==> src/rtl/retire_ctrl.sv <==
// In-order retirement sequencer for the Tomasulo order queue: retires completed
// head tags, drains the queue on a flush, and hands every released tag back to the free pool.
module retire_ctrl #(
    parameter int TAG_W = 5,
    parameter int CNT_W = 16
) (
    input  logic             clock,
    input  logic             reset,
    input  logic [TAG_W-1:0] oq_head_tag,
    input  logic             oq_empty,
    output logic             oq_pop,
    input  logic             dispatch_valid,
    input  logic [TAG_W-1:0] dispatch_tag,
    input  logic             cdb_valid,
    input  logic [TAG_W-1:0] cdb_tag,
    input  logic             retire_en,
    input  logic             flush,
    output logic             free_valid,
    output logic [TAG_W-1:0] free_tag,
    output logic             free_is_flush,
    output logic             flushing,
    output logic [CNT_W-1:0] retired_count
);

    localparam int NTAGS = 2**TAG_W;

    typedef enum logic {RUN, FLUSH} state_t;

    state_t           state;
    logic [NTAGS-1:0] complete;
    logic [NTAGS-1:0] complete_next;
    logic             in_flush;

    assign in_flush = (state == FLUSH);
    assign flushing = in_flush;

    // The completion bit is read from the registered vector only, so a CDB
    // broadcast can release the head no earlier than the following cycle.
    always_comb begin
        oq_pop = 1'b0;
        if (in_flush)
            oq_pop = !oq_empty;
        else
            oq_pop = !oq_empty && complete[oq_head_tag] && retire_en;
    end

    // Clears are applied after the set so a dispatch of the same tag wins.
    always_comb begin
        complete_next = complete;
        if (cdb_valid && !in_flush)
            complete_next[cdb_tag] = 1'b1;
        if (oq_pop)
            complete_next[oq_head_tag] = 1'b0;
        if (dispatch_valid)
            complete_next[dispatch_tag] = 1'b0;
    end

    always_ff @(posedge clock or posedge reset) begin
        if (reset) begin
            state         <= RUN;
            complete      <= '0;
            free_valid    <= 1'b0;
            free_tag      <= '0;
            free_is_flush <= 1'b0;
            retired_count <= '0;
        end else begin
            free_valid <= oq_pop;
            if (oq_pop) begin
                free_tag      <= oq_head_tag;
                free_is_flush <= in_flush;
            end
            if (oq_pop && !in_flush)
                retired_count <= retired_count + CNT_W'(1);

            case (state)
                RUN: begin
                    complete <= complete_next;
                    if (flush)
                        state <= FLUSH;
                end
                FLUSH: begin
                    // Leaving FLUSH wipes every stale completion in one go.
                    if (oq_empty) begin
                        complete <= '0;
                        state    <= RUN;
                    end else begin
                        complete <= complete_next;
                    end
                end
                default: state <= RUN;
            endcase
        end
    end

endmodule

==> config.mk <==
export PLATFORM = sky130hd
export DESIGN_NAME = retire_ctrl
export DESIGN_NICKNAME = d
export VERILOG_FILES = /design/src/rtl/retire_ctrl.sv
export SDC_FILE = /design/constraint.sdc
export NUM_CORES = 1
export LEC_CHECK = 0
export BUFFER_PORTS_ARGS = -buffer_cell sky130_fd_sc_hd__buf_2
export CAP_MARGIN = 0
export CORE_MARGIN = 4
export CORE_UTILIZATION = 60
export CTS_BUF_LIST = sky130_fd_sc_hd__clkbuf_8
export DETAILED_ROUTE_END_ITERATION = 12
export PLACE_DENSITY = 0.87
export SKIP_CTS_REPAIR_TIMING = 1
export SYNTH_ARGS = -nofsm -noshare
export SYNTH_HDL_FRONTEND = slang
export SYNTH_SLANG_ARGS = --single-unit
==> constraint.sdc <==
create_clock -name clock -period 4 [get_ports clock]
set_input_delay 0.6 -clock clock [delete_from_list [all_inputs] [get_ports clock]]
set_output_delay 0.6 -clock clock [all_outputs]
set_load 0.02 [all_outputs]
== Word-level counts from Yosys, hierarchy flattened ==
Index checks and enable logic that the tools add are counted.
Cells by class
  reductions and logical operators: 9
  add/subtract/negate cells: 1
  multiplexer cells: 17
  bitwise logic cells: 6
  order comparisons: 6
Operator list (number)
  $mux 32: 4
  $and 32x32->32: 2
  $not 32->32: 2
  $pmux 32 s2: 1
  $or 32x32->32: 1
  $lt 5x6->1 const B: 3
  $add 16x1->16 const B: 1
  $demux 1 s5: 3
  $ge 5x1->1 const B: 3
  $logic_and 1x1->1: 7
  $mux 1: 7
  $bmux 1 s5: 1
  $logic_not 1->1: 2
  $pmux 1 s2: 1
  $not 1->1: 1
Word-level totals
  bits in registers: 56
  output and inout bits: 25
  input bits: 22
  word-level logic and storage cells: 45

== Longest topological paths before layout ==
  depth in word-level cells: 12
  gate-level depth with buffers: 9

== Least setup slack after synthesis ==
OpenSTA, ideal clock, no wires.
  path type: input to output
  start: input port oq_head_tag[0]
  end: output port oq_pop
  data required time: 3.400 ns
  arrival time: 1.945 ns
  path slack: 1.455 ns
  stages: 5
  cell sequence: buf_2 > or3b_2 > o221ai_1 > a22oi_2 > a41oi_2
On the way
  cells in the longest elaborated chain, start to end: 5
Ends and longest elaborated chain
  start: declaration: RTL line 9  | input logic [TAG_W-1:0] oq_head_tag,
  $bmux 1 s5: RTL line 44  | oq_pop = !oq_empty && complete[oq_head_tag] && retire_en;
  $mux 1 (not written as such): RTL line 44
  $logic_and 1x1->1 (2 in series): RTL line 44
  $mux 1: RTL line 41  | if (in_flush)
  end: declaration: RTL line 11  | output logic oq_pop,
No other way between the ends. The select of a mux whose other input is x is not followed.

== Worst setup path in the final report ==
  start: input port oq_head_tag[1]
  end: output port oq_pop
The elaborated chain is that of the path after synthesis.

==> summary.log <==
qor: run_status.outcome finished clean
qor: timing.fin_hold_ws 0.458 ns
qor: min_path.holdCritPathClass in2async
qor: worst_setup_path.worst_r2r_startpoint flushing
qor: worst_setup_path.crit_arrival 2.39 ns
qor: worst_setup_path.setup.worst_path.end_class output port
qor: yosys.proportion_of_synthesized_chip_area_in_sequential_cells 43.1%
qor: floorplanning.placementRows 26
qor: yosys.synth_top_flop_cell sky130_fd_sc_hd__dfrtp_1
qor: worst_setup_path.critPathRequiredTime 3.40 ns
qor: global_routing.grt.overflow.total 0
qor: floorplanning.num_io_pins 47
qor: worst_setup_path.setup.worst_path.start_class primary input
qor: cts.cts_buffer_depth 2
qor: pwr.powerDensity 363 nW/um^2
qor: worst_setup_path.cp_num_buf_inv 2
qor: timing.setup_total_negative_slack 0 ns
qor: yosys.synth_area 3250 sq um
qor: cts.clock_tree.htree_level_count 2
qor: cells_and_area.mostFrequentLayoutCell sky130_fd_sc_hd__dfrtp_1
qor: timing.tightestPinTransition 1.10 ns
qor: timing.period_share 74.6%
qor: cts.clk_pin_slew_worst_paths 0.10 ns
qor: placed_design.port_buffers 46
qor: yosys.synth.lib_cells_used.distinct 47
qor: cts.clock_insertion_delay_worst_skew 0.32 ns
qor: placed_design.final_wtd_congestion 0.915
qor: cts.tritoncts.num_buffers 5
qor: worst_setup_path.critical_path.most_common_cell sky130_fd_sc_hd__buf_2
qor: yosys.yosys_register_bits 56
qor: global_routing.grt_antenna_before_repair 0
qor: global_routing.grt_pass1_wl 14,100 microns
qor: cts.clockRootBuffer sky130_fd_sc_hd__clkbuf_8
qor: worst_setup_path.critical-path-slowest-cell sky130_fd_sc_hd__buf_2
qor: worst_setup_path.regToRegEndpoint complete[1]
qor: floorplanning.floorplan.initialDensity 62.9%
qor: placed_design.dpl-instance-area 3490 sq um
qor: cts.tritoncts done
qor: timing.finalCriticalPeriod 2.99 ns
qor: route.vias 3,050
qor: timing.report.final.setup_viol 0
qor: worst_setup_path.minimum_setup_slack_among_reg_to_reg_paths 1.51 ns
qor: worst_setup_path.path_delay_family buffers and inverters
qor: pwr.worst_ir_drop_vdd 0.217 mV
qor: cells_and_area.area_delta_synth_final 10.1%
qor: floorplanning.fp.dieH 81.6 microns
qor: worst_setup_path.crit_fanout 21
qor: route.routed_wire_length_per_instance 20.5 microns
qor: route.viasPerCell 7.06
qor: yosys.synth.yosys.warnings 0
qor: worst_setup_path.worst_path_largest_cell_delay 0.46 ns
qor: cells_and_area.fin_area 3580 sq um
qor: timing.timing.final.hold_violations 0
qor: floorplanning.area_of_the_die 6660 sq um
qor: worst_setup_path.crit_type in2out
qor: route.antenna_left 0
qor: cells_and_area.final_net_count 384
qor: floorplanning.core_area 5170 sq um
qor: cts.tritoncts_num_sinks 56
qor: route.drt-initial-drc-count 339
qor: global_routing.grt_max_degree 57
qor: timing.fmax 0.335 GHz
qor: route.remaining_drc_errors 0
qor: timing.worst_clock_skew 0.00971 ns
qor: placed_design.hpwlAfterDp 5930 microns
qor: global_routing.grt_pass1_vias 2,830
qor: floorplanning.die_w 81.6 microns
qor: timing.slew_headroom 25.5%
qor: yosys.number_of_synthesized_flops_with_an_enable_pin 0
qor: pwr.total_leakage_power 1.52 nW
qor: cells_and_area.antennaDiodeCount 0
qor: route.drt_wl_total 8840 microns
qor: global_routing.global_route.usage.total 27.7%
qor: yosys.syn_nets 351
qor: route.detail_route.first_pass.iterations 8
qor: timing.slew_violations 0
qor: yosys.synthesis.instances 328
qor: yosys.postSynth.asyncResetShare 100%
qor: worst_setup_path.path_cells buf_2 -> mux2i_1 -> o221ai_1 -> a22oi_2 -> a41oi_2 -> buf_2
qor: cells_and_area.layout.cells.most_common_list sky130_fd_sc_hd__dfrtp_1, sky130_fd_sc_hd__buf_2, sky130_fd_sc_hd__a21oi_1, sky130_fd_sc_hd__o21ai_0, sky130_fd_sc_hd__a311oi_1
qor: cells_and_area.drive_gt1_share 21.8%
qor: yosys.syn_avg_cell_area 9.91 sq um
qor: timing.rsz0062_at_grt false
qor: worst_setup_path.r2r.worst_path.cells 4
qor: flow_run.max_cap_viol_count 0
Yosys cell counts, drive strengths merged, types with 2 or more instances:
master	number	share of area [%]
mux2	6	2.1
nand4	4	0.77
nor4	2	0.38
nand4b	3	0.81
nor3	2	0.31
or3	2	0.38
and3	11	2.1
o2bb2ai	2	0.73
nand3b	9	2.1
and4	2	0.54
and3b	3	0.81
a21oi	33	5.1
or3b	6	1.6
xor2	2	0.54
o22ai	4	0.77
buf	17	3.0
xnor2	13	3.5
a311oi	32	8.8
nor3b	3	0.69
nor4bb	2	0.62
nand2b	3	0.58
nand2	12	1.4
clkbuf	5	0.58
nor2b	2	0.38
o221ai	4	1.1
inv	4	0.46
nor2	11	1.3
nand3	13	2.2
o21ai	33	5.1
dfrtp	56	43
mux2i	16	4.9
state kept, by name, summed over array words and instances, names as in the netlist:
name	flops
complete	32
flushing	1
retired_count	16
free_valid	1
free_tag	5
free_is_flush	1
worst reg2reg max path, stage by stage, from the launching register on:
cell and delay, ns:
sky130_fd_sc_hd__dfrtp_1 0.58, sky130_fd_sc_hd__nand2_1 0.74, sky130_fd_sc_hd__nand2_1 0.14, sky130_fd_sc_hd__nor2_1 0.66, sky130_fd_sc_hd__a311oi_1 0.21
cell families after synthesis:
| logic type | count (synthesis) | share of synthesized area, % |
|---|---|---|
| compound gates | 114 | 23.6 |
| xor+xnor | 15 | 4.04 |
| fa+ha+maj | 1 | 0.385 |
| buf+inv | 26 | 4.00 |
| flops | 56 | 43.1 |
| mux | 22 | 7.00 |
| simple gates | 94 | 17.9 |
area by class of cell:
type,instances,area [sq um]
fillers,377,1590
inverters,4,15.0
clock inverters,3,22.5
well taps,70,87.6
flip-flops and latches,56,1400
repair buffers,48,245
clock buffers,5,68.8
multi-input cells,246,1740
stage by stage:
| stage | utilization (%) | worst slack [ns] | std cells | power (mW) |
|---|---|---|---|---|
| floorplan | - | 1.46 | 328 | 0.878 |
| global placement | 67.4 | 1.08 | 424 | 0.973 |
| detailed placement | 67.4 | 0.992 | 424 | 0.979 |
| CTS | 69.2 | 1.07 | 432 | 1.29 |
| global route | 69.2 | 0.881 | 432 | 1.35 |
| finish | 69.2 | 1.01 | 432 | 1.30 |
per-layer routing:
metal / global-route usage [%] / part of all wire (%) / wire (microns)
met4: 13.6 / 3.9 / 345
met1: 39.1 / 41 / 3580
met3: 6.36 / 12 / 1020
met2: 40.1 / 44 / 3890
met5: 0 / 0 / 0
worst max-delay path by stage:
stage	from	endpoint	slack, ns	depth (start not counted)
finish	oq_head_tag[1]	oq_pop	1.01	6
global route	oq_head_tag[1]	oq_pop	0.88	6
CTS	oq_head_tag[1]	oq_pop	1.07	6
detailed placement	oq_head_tag[1]	complete[22]	0.99	7
global placement	oq_head_tag[4]	oq_pop	1.08	6
floorplan	oq_head_tag[0]	oq_pop	1.46	5
report_power, final:
group	total, mW	internal [mW]	switching, mW
sequential	0.659	0.614	0.0452
clock	0.324	0.126	0.198
combinational	0.315	0.110	0.204
total	1.30	0.850	0.447
Note: power is estimated with default switching activity, not from simulation.
